### src/rtl/tag_stream_if.sv
// Multi-lane time-tag bus: per-lane valid plus packed timestamps and channel ids.
interface tag_stream_if #(
    parameter int unsigned TAG_WIDTH     = 64,
    parameter int unsigned NUM_OF_TAGS   = 4,
    parameter int unsigned CHANNEL_WIDTH = 6
);
    logic [NUM_OF_TAGS-1:0]               valid_tag;
    logic [TAG_WIDTH*NUM_OF_TAGS-1:0]     tagtime;
    logic [CHANNEL_WIDTH*NUM_OF_TAGS-1:0] channel;

    modport master (output valid_tag, tagtime, channel);
    modport slave  (input  valid_tag, tagtime, channel);
endinterface

### src/rtl/tag_stream_generator.sv
// Synthetic time-tag source: deterministic bursts of monotonic tags with round-robin channels.
// Define TAG_GEN_JITTER_EN to add LFSR jitter (0..15) to every tag increment.
module tag_stream_generator #(
    parameter int unsigned TAG_WIDTH       = 64,
    parameter int unsigned NUM_OF_TAGS     = 4,
    parameter int unsigned CHANNEL_WIDTH   = 6,
    parameter int unsigned NUM_OF_CHANNELS = 4,
    parameter int unsigned COUNT_WIDTH     = 32
) (
    input  logic                             clk,
    input  logic                             rst_n,
    input  logic                             start,
    input  logic                             stop,
    input  logic [TAG_WIDTH-1:0]             start_time,
    input  logic [31:0]                      tag_step,
    input  logic [$clog2(NUM_OF_TAGS+1)-1:0] lanes_per_cycle,
    input  logic [CHANNEL_WIDTH-1:0]         num_channels,
    input  logic [15:0]                      on_cycles,
    input  logic [15:0]                      off_cycles,
    input  logic [COUNT_WIDTH-1:0]           num_tags,
    tag_stream_if.master                     tag_if,
    output logic                             busy,
    output logic                             done,
    output logic [COUNT_WIDTH-1:0]           tags_emitted
);
    localparam int unsigned LANE_W = $clog2(NUM_OF_TAGS + 1);
    localparam int unsigned SUM_W  = COUNT_WIDTH + 1;

    typedef enum logic [1:0] {IDLE, RUN, GAP} state_t;

    state_t                             state_q, state_d;
    logic [LANE_W-1:0]                  lanes_q, lanes_d;
    logic [CHANNEL_WIDTH-1:0]           nch_q, nch_d;
    logic [31:0]                        step_q, step_d;
    logic [15:0]                        on_q, on_d, off_q, off_d;
    logic                               unlimited_q, unlimited_d;
    logic [COUNT_WIDTH-1:0]             remaining_q, remaining_d;
    logic [TAG_WIDTH-1:0]               next_time_q, next_time_d;
    logic [CHANNEL_WIDTH-1:0]           next_ch_q, next_ch_d;
    logic [15:0]                        on_cnt_q, on_cnt_d, gap_cnt_q, gap_cnt_d;
    logic [NUM_OF_TAGS-1:0]             valid_q, valid_d;
    logic [TAG_WIDTH*NUM_OF_TAGS-1:0]   tagtime_q, tagtime_d;
    logic [CHANNEL_WIDTH*NUM_OF_TAGS-1:0] channel_q, channel_d;
    logic                               busy_q, busy_d, done_q, done_d;
    logic [COUNT_WIDTH-1:0]             emitted_q, emitted_d;
`ifdef TAG_GEN_JITTER_EN
    localparam logic [15:0] LFSR_SEED = 16'hACE1;
    localparam logic [15:0] LFSR_TAPS = 16'hB400;
    logic [15:0]                        lfsr_q, lfsr_d, lfsr_acc;
`endif

    logic [1:0]               rst_sync_q;
    logic                     rst_ready;
    logic [LANE_W-1:0]        lanes_clamp, emit_n;
    logic [CHANNEL_WIDTH-1:0] nch_clamp, c_acc;
    logic [TAG_WIDTH-1:0]     t_acc;
    logic [SUM_W-1:0]         sum;
    logic                     finished, last_burst;

    // Reset deassertion is synchronised here; start is ignored until it has propagated
    always_ff @(posedge clk or negedge rst_n) begin
        if (!rst_n) rst_sync_q <= 2'b00;
        else        rst_sync_q <= {rst_sync_q[0], 1'b1};
    end
    assign rst_ready = rst_sync_q[1];

    assign lanes_clamp = (lanes_per_cycle == '0 || lanes_per_cycle > LANE_W'(NUM_OF_TAGS))
                         ? LANE_W'(NUM_OF_TAGS) : lanes_per_cycle;
    assign nch_clamp   = (num_channels == '0) ? CHANNEL_WIDTH'(1)
                       : (num_channels > CHANNEL_WIDTH'(NUM_OF_CHANNELS)) ? CHANNEL_WIDTH'(NUM_OF_CHANNELS)
                       : num_channels;

    assign finished   = !unlimited_q && (remaining_q == '0);
    assign emit_n     = (!unlimited_q && (remaining_q < COUNT_WIDTH'(lanes_q)))
                        ? LANE_W'(remaining_q) : lanes_q;
    assign last_burst = !unlimited_q && (remaining_q == COUNT_WIDTH'(emit_n));

    // Next-state and registered-output values
    always_comb begin
        state_d     = state_q;
        lanes_d     = lanes_q;
        nch_d       = nch_q;
        step_d      = step_q;
        on_d        = on_q;
        off_d       = off_q;
        unlimited_d = unlimited_q;
        remaining_d = remaining_q;
        next_time_d = next_time_q;
        next_ch_d   = next_ch_q;
        on_cnt_d    = on_cnt_q;
        gap_cnt_d   = gap_cnt_q;
        busy_d      = busy_q;
        emitted_d   = emitted_q;
        valid_d     = '0;
        tagtime_d   = '0;
        channel_d   = '0;
        done_d      = 1'b0;
        t_acc       = next_time_q;
        c_acc       = next_ch_q;
        sum         = '0;
`ifdef TAG_GEN_JITTER_EN
        lfsr_d      = lfsr_q;
        lfsr_acc    = lfsr_q;
`endif
        case (state_q)
            IDLE: begin
                if (start && !stop && rst_ready) begin
                    state_d     = RUN;
                    busy_d      = 1'b1;
                    lanes_d     = lanes_clamp;
                    nch_d       = nch_clamp;
                    step_d      = tag_step;
                    on_d        = on_cycles;
                    off_d       = off_cycles;
                    unlimited_d = (num_tags == '0);
                    remaining_d = num_tags;
                    next_time_d = start_time;
                    next_ch_d   = '0;
                    on_cnt_d    = '0;
                    gap_cnt_d   = '0;
                    emitted_d   = '0;
`ifdef TAG_GEN_JITTER_EN
                    lfsr_d      = LFSR_SEED;
`endif
                end
            end
            RUN: begin
                if (stop || finished) begin
                    state_d = IDLE;
                    busy_d  = 1'b0;
                    done_d  = 1'b1;
                end else begin
                    for (int k = 0; k < NUM_OF_TAGS; k++) begin
                        if (LANE_W'(k) < emit_n) begin
                            valid_d[k] = 1'b1;
                            tagtime_d[k*TAG_WIDTH +: TAG_WIDTH]         = t_acc;
                            channel_d[k*CHANNEL_WIDTH +: CHANNEL_WIDTH] = c_acc;
`ifdef TAG_GEN_JITTER_EN
                            t_acc    = t_acc + TAG_WIDTH'(step_q) + TAG_WIDTH'(lfsr_acc[3:0]);
                            lfsr_acc = {1'b0, lfsr_acc[15:1]} ^ (lfsr_acc[0] ? LFSR_TAPS : 16'h0000);
`else
                            t_acc    = t_acc + TAG_WIDTH'(step_q);
`endif
                            c_acc = (c_acc == nch_q - CHANNEL_WIDTH'(1)) ? '0 : c_acc + CHANNEL_WIDTH'(1);
                        end
                    end
                    next_time_d = t_acc;
                    next_ch_d   = c_acc;
`ifdef TAG_GEN_JITTER_EN
                    lfsr_d      = lfsr_acc;
`endif
                    if (!unlimited_q) remaining_d = remaining_q - COUNT_WIDTH'(emit_n);
                    sum       = SUM_W'(emitted_q) + SUM_W'(emit_n);
                    emitted_d = sum[COUNT_WIDTH] ? '1 : sum[COUNT_WIDTH-1:0];
                    // The final burst stays in RUN so done lands right after the last valid cycle
                    if (on_q != '0 && off_q != '0 && !last_burst) begin
                        if (on_cnt_q == on_q - 16'd1) begin
                            state_d   = GAP;
                            on_cnt_d  = '0;
                            gap_cnt_d = '0;
                        end else begin
                            on_cnt_d = on_cnt_q + 16'd1;
                        end
                    end
                end
            end
            GAP: begin
                if (stop || finished) begin
                    state_d = IDLE;
                    busy_d  = 1'b0;
                    done_d  = 1'b1;
                end else if (gap_cnt_q == off_q - 16'd1) begin
                    state_d = RUN;
                end else begin
                    gap_cnt_d = gap_cnt_q + 16'd1;
                end
            end
            default: state_d = IDLE;
        endcase
    end

    always_ff @(posedge clk or negedge rst_n) begin
        if (!rst_n) begin
            state_q     <= IDLE;
            lanes_q     <= '0;
            nch_q       <= '0;
            step_q      <= '0;
            on_q        <= '0;
            off_q       <= '0;
            unlimited_q <= 1'b0;
            remaining_q <= '0;
            next_time_q <= '0;
            next_ch_q   <= '0;
            on_cnt_q    <= '0;
            gap_cnt_q   <= '0;
            valid_q     <= '0;
            tagtime_q   <= '0;
            channel_q   <= '0;
            busy_q      <= 1'b0;
            done_q      <= 1'b0;
            emitted_q   <= '0;
`ifdef TAG_GEN_JITTER_EN
            lfsr_q      <= LFSR_SEED;
`endif
        end else begin
            state_q     <= state_d;
            lanes_q     <= lanes_d;
            nch_q       <= nch_d;
            step_q      <= step_d;
            on_q        <= on_d;
            off_q       <= off_d;
            unlimited_q <= unlimited_d;
            remaining_q <= remaining_d;
            next_time_q <= next_time_d;
            next_ch_q   <= next_ch_d;
            on_cnt_q    <= on_cnt_d;
            gap_cnt_q   <= gap_cnt_d;
            valid_q     <= valid_d;
            tagtime_q   <= tagtime_d;
            channel_q   <= channel_d;
            busy_q      <= busy_d;
            done_q      <= done_d;
            emitted_q   <= emitted_d;
`ifdef TAG_GEN_JITTER_EN
            lfsr_q      <= lfsr_d;
`endif
        end
    end

    assign tag_if.valid_tag = valid_q;
    assign tag_if.tagtime   = tagtime_q;
    assign tag_if.channel   = channel_q;
    assign busy             = busy_q;
    assign done             = done_q;
    assign tags_emitted     = emitted_q;
endmodule

### src/flat_wrapper.sv
// flat-port wrapper written by rule: the top's interface ports become plain ports
module tag_stream_generator_flat 
#(
    parameter int unsigned TAG_WIDTH       = 64,
    parameter int unsigned NUM_OF_TAGS     = 4,
    parameter int unsigned CHANNEL_WIDTH   = 6,
    parameter int unsigned NUM_OF_CHANNELS = 4,
    parameter int unsigned COUNT_WIDTH     = 32
)
  (clk, rst_n, start, stop, start_time, tag_step, lanes_per_cycle, num_channels, on_cycles, off_cycles, num_tags, busy, done, tags_emitted, tag_if_valid_tag, tag_if_tagtime, tag_if_channel);
  tag_stream_if #(.TAG_WIDTH(TAG_WIDTH), .NUM_OF_TAGS(NUM_OF_TAGS), .CHANNEL_WIDTH(CHANNEL_WIDTH)) tag_if_i ();
  input  logic clk;
  input  logic rst_n;
  input  logic start;
  input  logic stop;
  input  logic [TAG_WIDTH-1:0] start_time;
  input  logic [31:0] tag_step;
  input  logic [$clog2(NUM_OF_TAGS+1)-1:0] lanes_per_cycle;
  input  logic [CHANNEL_WIDTH-1:0] num_channels;
  input  logic [15:0] on_cycles;
  input  logic [15:0] off_cycles;
  input  logic [COUNT_WIDTH-1:0] num_tags;
  output logic busy;
  output logic done;
  output logic [COUNT_WIDTH-1:0] tags_emitted;
  output wire logic [$bits(tag_if_i.valid_tag)-1:0] tag_if_valid_tag;
  output wire logic [$bits(tag_if_i.tagtime)-1:0] tag_if_tagtime;
  output wire logic [$bits(tag_if_i.channel)-1:0] tag_if_channel;
  assign tag_if_valid_tag = tag_if_i.valid_tag;
  assign tag_if_tagtime = tag_if_i.tagtime;
  assign tag_if_channel = tag_if_i.channel;
  tag_stream_generator #(.TAG_WIDTH(TAG_WIDTH), .NUM_OF_TAGS(NUM_OF_TAGS), .CHANNEL_WIDTH(CHANNEL_WIDTH), .NUM_OF_CHANNELS(NUM_OF_CHANNELS), .COUNT_WIDTH(COUNT_WIDTH)) u_core (.clk(clk), .rst_n(rst_n), .start(start), .stop(stop), .start_time(start_time), .tag_step(tag_step), .lanes_per_cycle(lanes_per_cycle), .num_channels(num_channels), .on_cycles(on_cycles), .off_cycles(off_cycles), .num_tags(num_tags), .tag_if(tag_if_i), .busy(busy), .done(done), .tags_emitted(tags_emitted));
endmodule
### config.mk
export PLATFORM = sky130hd
export DESIGN_NAME = tag_stream_generator_flat
export DESIGN_NICKNAME = d
export VERILOG_FILES = /design/src/rtl/tag_stream_if.sv /design/src/rtl/tag_stream_generator.sv /design/src/flat_wrapper.sv
export SDC_FILE = /design/constraint.sdc
export NUM_CORES = 1
export LEC_CHECK = 0
export BUFFER_PORTS_ARGS = -buffer_cell sky130_fd_sc_hd__buf_2
export CORE_UTILIZATION = 60
export DETAILED_ROUTE_END_ITERATION = 7
export GPL_TIMING_DRIVEN = 0
export PLACE_DENSITY_LB_ADDON = 0.25
export SYNTH_ARGS = -nofsm -noshare
export SYNTH_HDL_FRONTEND = slang
export SYNTH_SLANG_ARGS = --single-unit
### constraint.sdc
create_clock -name clk -period 23.3 [get_ports clk]
set_input_delay 1.165 -clock clk [delete_from_list [all_inputs] [get_ports clk]]
set_output_delay 1.165 -clock clk [all_outputs]
set_load 0.01 [all_outputs]
Yosys cells after proc, flatten, opt, wreduce, memory -nomap -nowiden
Index checks and enable logic that the tools add are counted.

word-level totals
  register bits = 530
  input bits = 173
  output and inout bits = 318
  word-level logic and storage cells = 174

cells by class
  add/sub/neg operators = 15
  $lt $le $gt $ge = 7
  eq/ne operators = 20
  multiplexer cells = 83
  reduce and logical (&&, ||, !) cells = 30

operator list
  kind                     number
  $mux W64                 16
  $mux W256                2
  $add A64 B32 Y64         4
  $mux W32                 6
  $mux W16                 9
  $mux W6                  22
  $pmux W32 S2             2
  $pmux W64 S2             1
  $logic_not A32 Y1        2
  $mux W24                 2
  $pmux W16 S3             1
  $add A32 B3 Y33          1
  $add A16 B1 Y16 const B  2
  $eq A16 B16 Y1           2
  $eq A32 B3 Y1            1
  $lt A32 B3 Y1            1
  $pmux W16 S2             1
  $reduce_bool A16 Y1      2
  $sub A16 B1 Y16 const B  2
  $sub A32 B3 Y32          1
  $add A6 B1 Y6 const B    4
  $eq A6 B6 Y1             4
  $mux W2                  6
  $pmux W6 S2              1
  other kinds (28)         60

Logic depth before layout (Yosys ltp)
Gate-level depths: netlist (run 1).

  depth after elaboration = 22
  mapped depth = 57

Least setup slack after synthesis (run 1)
OpenSTA, ideal clock, no wires.

  path type = reg2reg
  start = register u_core.remaining_q[14]
  end = register u_core.next_time_q[58]
  library setup time = 0.104 ns
  arrival time = 10.398 ns
  path slack = 12.799 ns
  stages on the path, launching flop included = 54
  buffers on the path = 3
  path through = dfrtp_1 > or4_1 > or4_4 > or4_4 > o21ai_4 > nand2_2 > clkbuf_1 > clkbuf_1 > nand2_1 > nand2_1 > ha_1 > inv_1 > fa_1 > nand2b_1 > a21oi_1 > o41ai_1 > o21ai_0 > a21o_1 > [18 not listed] > ha_1 > nand4_1 > nor2_1 > a211oi_1 > nor2b_1 > o21a_1 > a211o_1 > nand4_1 > a31o_2 > a21oi_1 > nor3b_1 > and3_1 > clkbuf_1 > nand4_1 > nor4_2 > nand2b_1 > xnor2_1 > a221oi_1

on the way
  cells in the longest elaborated chain, start to end = 19
  elaborated cells between the ends (all ways) = 27
  classes of those cells = add/sub (3); order compare (5); eq/ne (1); mux (13); reduce/logical (5)

ends and longest elaborated chain
  what                      line                         text
  start: declaration        tag_stream_generator.sv:37   logic [COUNT_WIDTH-1:0] remaining_q, remaining_d;
  start signal: assignment  tag_stream_generator.sv:213  remaining_q <= remaining_d;
  $lt A32 B3 Y1             tag_stream_generator.sv:74   assign emit_n = (!unlimited_q && (remaining_q < COUNT_WIDTH'(lanes_q)))
  $logic_and A1 B1 Y1       tag_stream_generator.sv:74
  $mux W3                   tag_stream_generator.sv:75   ? LANE_W'(remaining_q) : lanes_q;
  $lt A1 B3 Y1              tag_stream_generator.sv:134  if (LANE_W'(k) < emit_n) begin
  $mux W64                  tag_stream_generator.sv:134
  $mux W64                  tag_stream_generator.sv:128  if (stop || finished) begin
  $mux W64                  tag_stream_generator.sv:105  case (state_q)
  $add A64 B32 Y64          tag_stream_generator.sv:142  t_acc = t_acc + TAG_WIDTH'(step_q);
  [3 not listed]            -
  $add A64 B32 Y64          tag_stream_generator.sv:142
  $mux W64                  tag_stream_generator.sv:134
  $mux W64                  tag_stream_generator.sv:128
  $mux W64                  tag_stream_generator.sv:105
  $add A64 B32 Y64          tag_stream_generator.sv:142
  $mux W64                  tag_stream_generator.sv:134
  $mux W64                  tag_stream_generator.sv:128
  $pmux W64 S2              tag_stream_generator.sv:105
  end signal: assignment    tag_stream_generator.sv:214  next_time_q <= next_time_d;
  end: declaration          tag_stream_generator.sv:38   logic [TAG_WIDTH-1:0] next_time_q, next_time_d;

Parallel ways exist; a longest one is shown, timed or not. The select of a mux whose other input is x is not followed.
A chain may end at the register's enable or synchronous reset.

Worst setup path in the final report (run 1)
  start = register u_core.remaining_q[13]
  end = register u_core.next_time_q[58]

The elaborated chain is that of the path after synthesis.

==> results.ini, run 1 <==
[clocking]
ctsResizeCount = 0
path_clk_slew_ns = 0.07
cts_root_buf = clkbuf_16
postCtsHoldBufs = 0
h-tree-depth = 2
cts_tree = done
cts.path.max_buffers = 3
numClockSinks = 530
cts_inserted_buffers = 54
post_cts_buffers = 0
clk-insertion-delay-late_ns = 0.66

[worst_setup_path]
cp.arrival_ns = 16.13
crit_family = simple AND/OR/NAND/NOR gates
ff2ff_setup_slack_ns = 7.73
crit_type = reg -> reg
cp_max_fo = 10
worst_setup_path_end_kind = register
cp_slowest_cell = o41ai_1
slowest_delay_ns = 0.79
critPathLaunchType = register
required_ns = 23.86
path_buf_inv = 4

[logic_synthesis]
synth.most_common_cell = nand2_1
synth_area_leader_cell = dfrtp_1
syn_inst = 4064
syn-num-nets = 4396
yosys-top-cells-count = nand2_1 (603), dfrtp_1 (530), nor2_1 (382)
postSynth.asyncResetShare = 1.00
synth-edff-count = 0
synth_warnings = 0
netlist_area_um2 = 34400
yosys-top-cells-area = dfrtp_1 (39%), nand2_1 (6.6%), ha_1 (5.6%)
synth_top_area_frac = 0.386
avgSynthCellArea_um2 = 8.46
ys_ff_latch = 530
ys_types = 111
synth_ff_type = dfrtp_1
ys_seq_area_frac = 0.386

[layout]
fillers = 4491
seqCellArea_um2 = 13300
area_growth_pct = 16.0
fin_nets = 4948
multiInputGateArea_um2 = 20000
drive_gt1_frac = 0.146

[grt]
grt_max_degree = 130
antenna_found_initial = 11
grt_overflow = 0
grt_usage = 0.454
grt_pass1_wl_um = 196000
grt_pass1_vias = 32450

[die]
start_util = 0.609
die_w_um = 241
io_pins = 491
die_h_um = 241
core-area_um2 = 56500
placementRows = 87
die_area_um2 = 58300

[detailed_routing]
dr.first_iter.drc_count = 4052
vias_per_cell = 6.44
route.detailed.drc = 0
final_antenna_net_count = 0
dr.pass1.iters = 6
vias = 34932
routed_wl_um = 134000
wire_per_inst_um = 24.7

[placement]
gp_congestion = 1.07
hpwl_um = 102000
io_buffers = 490

[run_status]
status = finished, violations left
violations = capacitance limit, slew limit

[timing]
fin_worst_skew_ns = 0.0462
min_period_ns = 15.57
tightestPinTransition_ns = 1.57
hold_violations = 0
max_freq_mhz = 64.2
maxSlewViolCount = 12
final.setup.tns_ns = 0
post-route-period-util = 0.668
finalSetupViolCount = 0
relSlewSlack = -0.0465
rsz0062_at_grt = false

[worst_hold_path]
min_path_type = reg -> reg

[job]
maxCapViolCount = 1

==> sequential cells by signal, indices dropped and copies added (netlist names), 16 cells and up <==
name / flops
u_core.step_q: 32
u_core.remaining_q: 32
u_core.on_cnt_q: 16
u_core.gap_cnt_q: 16
u_core.off_q: 16
u_core.tag_if.channel: 24
u_core.on_q: 16
u_core.tag_if.tagtime: 256
u_core.tags_emitted: 32
u_core.next_time_q: 64
==> stage by stage <==
step / utilization / std cells / hold slack (ns) / cell area, µm² / setup WS (ns)
6_report: 0.706 / 5422 / 0.358 / 39900 / 7.73
2_1_floorplan: - / 4064 / 0.331 / 34400 / 12.80
3_3_place_gp: 0.669 / 5310 / 0.333 / 37800 / 8.84
3_5_place_dp: 0.672 / 5316 / 0.342 / 37900 / 8.68
5_1_grt: 0.706 / 5417 / 0.369 / 39900 / 7.01
4_1_cts: 0.706 / 5415 / 0.356 / 39900 / 8.50
==> final timing paths <==
kind | from | depth (start not counted) | to
hold reg to reg | u_core.rst_sync_q[0]$_DFF_PN0_ | 0 | u_core.rst_sync_q[1]$_DFF_PN0_
setup / recovery | u_core.remaining_q[13]$_DFFE_PN0P_ | 51 | u_core.next_time_q[58]$_DFFE_PN0P_
min in group asynchronous | rst_n | 1 | u_core.step_q[15]$_DFFE_PN0P_
max in group asynchronous | rst_n | 3 | u_core.on_cnt_q[10]$_DFFE_PN0P_
setup reg to reg | u_core.remaining_q[13]$_DFFE_PN0P_ | 51 | u_core.next_time_q[58]$_DFFE_PN0P_
hold / removal | u_core.rst_sync_q[0]$_DFF_PN0_ | 0 | u_core.rst_sync_q[1]$_DFF_PN0_
==> cell families after synthesis <==
| group | share of synthesized area |
|---|---|
| buf+inv | 0.0333 |
| compound gates | 0.178 |
| fa+ha+maj | 0.0592 |
| xor+xnor | 0.0820 |
| other cells | 0.000109 |
| mux | 0.0125 |
| flops | 0.386 |
| simple gates | 0.249 |
==> cell type report <==
type,instances,share of cell area
multi-input combinational,3235,0.501
clock inverter,30,0.0108
inverter,124,0.0117
buffer,175,0.0171
timing repair buffer,496,0.0651
sequential,530,0.333
antenna,7,0.000439
tap,756,0.0237
clock buffer,69,0.0373
==> cells in the final DEF (no fill, tap or decap), types with 58 or more instances in the layout <==
| master | Yosys | routed |
|---|---|---|
| buf_2 | 7 | 496 |
| xor2_1 | 136 | 136 |
| xnor2_1 | 177 | 177 |
| and3_1 | 59 | 59 |
| nor2_1 | 382 | 380 |
| clkbuf_1 | 152 | 159 |
| nand4_1 | 58 | 58 |
| dfrtp_1 | 530 | 530 |
| nor3_1 | 105 | 105 |
| ha_1 | 153 | 153 |
| and2_1 | 171 | 171 |
| o21ai_0 | 301 | 301 |
| a21oi_1 | 235 | 235 |
| nor4_1 | 58 | 58 |
| nand3_1 | 120 | 120 |
| nand2_1 | 603 | 603 |
| inv_1 | 122 | 122 |
==> layer usage <==
layer | wire (µm) | up-vias | track usage
li1 | - | 15457 | -
met1 | 50600 | 16624 | 0.589
met2 | 59200 | 2334 | 0.695
met3 | 15500 | 509 | 0.105
met4 | 8670 | 8 | 0.264
met5 | 55 | - | 0
Power of run 1 is not shown: default switching activity piles up to over one toggle a cycle in this logic, so the estimate is an artifact.
==> run 2: changes to the inputs <==
Settings changed: CORE_UTILIZATION 60 to 59.
Clock period 23.3 ns to 16.26 ns, I/O delays scaled along.
==> results.ini, run 2 (same netlist as run 1, synthesis figures left out) <==
[timing]
tightestPinTransition_ns = 1.65
relSlewSlack = -0.0989
post-route-period-util = 0.940
max_freq_mhz = 65.4
finalSetupViolCount = 0
final.setup.tns_ns = 0
setup_slack_ns = 0.969
hold_violations = 0
rsz0062_at_grt = false
maxSlewViolCount = 12
fin_worst_skew_ns = 0.0452
min_period_ns = 15.29

[placement]
io_buffers = 490
dp_slack_ns = 1.78
gp_congestion = 1.07
hpwl_um = 103000

[worst_setup_path]
slowest_delay_ns = 0.81
ff2ff_setup_slack_ns = 0.97
cp_slowest_cell = clkbuf_1
timing.rr.start = u_core.remaining_q[14]$_DFFE_PN0P_
r2r_end = u_core.next_time_q[58]$_DFFE_PN0P_
worst_setup_path_end_kind = register
cp.arrival_ns = 15.83
crit_path_frequent_cell = a21oi_1
cp_max_fo = 10
r2r_cells = 51
critPathLaunchType = register
required_ns = 16.80
crit_type = reg -> reg

[layout]
area_growth_pct = 16.2
largest_reg_flops = 256
drive_gt1_frac = 0.146
fin_nets = 4949
mostFrequentLayoutCells = nand2_1 (603), dfrtp_1 (530), buf_2 (496)
layout_commonest_cell = nand2_1
final_core_utilization = 0.693

[clocking]
h-tree-depth = 2
cts_inserted_buffers = 54
post_cts_buffers = 0
cts_root_buf = clkbuf_16
postCtsHoldBufs = 0
cts.path.max_buffers = 3
path_clk_slew_ns = 0.07
cts_tree = done
ctsResizeCount = 0
numClockSinks = 530
clk-insertion-delay-late_ns = 0.65

[detailed_routing]
final_antenna_net_count = 0
vias_per_cell = 6.38
vias = 34626
route.detailed.drc = 0
dr.pass1.iters = 6
wire_per_inst_um = 24.7
dr.first_iter.drc_count = 3904
routed_wl_um = 134000

[grt]
grt_pass1_wl_um = 198000
grt_usage = 0.444
grt_overflow = 0
antenna_found_initial = 6
grt_pass1_vias = 32445
grt_max_degree = 130

[die]
die_w_um = 243
core-area_um2 = 57700
io_pins = 491
start_util = 0.596
placementRows = 88
die_h_um = 243
die_area_um2 = 59300

[job]
maxCapViolCount = 1

[worst_hold_path]
min_path_type = in -> async

[run_status]
status = finished, violations left
violations = capacitance limit, slew limit

[run 2: cell count changes in the layout (fill, tap and decap cells not counted)]
cell / previous run / this run
clkinvlp_4: 7 / 3
bufinv_16: 8 / 11
diode_2: 7 / 5
inv_6: 3 / 5
buf_8: 1 / 2
clkbuf_8: 8 / 7
clkinv_16: 1 / 0
clkinv_4: 2 / 3
inv_16: 0 / 1
[run 2: final cells by class]
class                           instances  area, µm²
Tap cell                              765        957
Clock inverter                         32        505
Sequential cell                       530      13300
Timing Repair Buffer                  497       2610
Fill cell                            4702      17700
Antenna cell                            5       12.5
Buffer                                175        681
Multi-Input combinational cell       3235      20000
Clock buffer                           68       1470
Inverter                              124        465
[run 2: worst max-delay path, delay by kind of cell, from the launching register on]
kind,cells,cell delay [ns]
and+or+nand+nor,18,5.59
AOI/OAI and AO/OA,24,5.54
buffers and inverters,3,1.86
adders and majority gates,3,1.10
DFF,1,0.42
xor gates and xnor gates,2,0.35
muxes,1,0.31
[run 2: worst max-delay path by stage]
stage                                       start                                 end  slack (ns)  depth (start not counted)
2_1_floorplan  u_core.remaining_q[14]$_DFFE_PN0P_  u_core.next_time_q[58]$_DFFE_PN0P_        5.76                         53
3_5_place_dp   u_core.remaining_q[14]$_DFFE_PN0P_  u_core.next_time_q[58]$_DFFE_PN0P_        1.78                         51
3_3_place_gp   u_core.remaining_q[14]$_DFFE_PN0P_  u_core.next_time_q[58]$_DFFE_PN0P_        1.81                         50
5_1_grt        u_core.remaining_q[14]$_DFFE_PN0P_  u_core.next_time_q[58]$_DFFE_PN0P_        0.20                         51
6_report       u_core.remaining_q[14]$_DFFE_PN0P_  u_core.next_time_q[58]$_DFFE_PN0P_        0.97                         51
4_1_cts        u_core.remaining_q[14]$_DFFE_PN0P_  u_core.next_time_q[58]$_DFFE_PN0P_        1.59                         51
[run 2: per-stage QoR]
step,hold slack [ns],area [µm²],std cells
4_1_cts,0.204,39900,5426
3_3_place_gp,0.333,37800,5319
2_1_floorplan,0.331,34400,4064
3_5_place_dp,0.336,38000,5326
5_1_grt,0.247,40000,5427
6_report,0.185,40000,5431
[run 2: metal layers]
metal  share of wire  track usage
met4           0.061        0.243
met2            0.44        0.676
met3            0.12        0.110
met1            0.38        0.579
met5         0.00024            0
Power of run 2 is left out for the same reason.
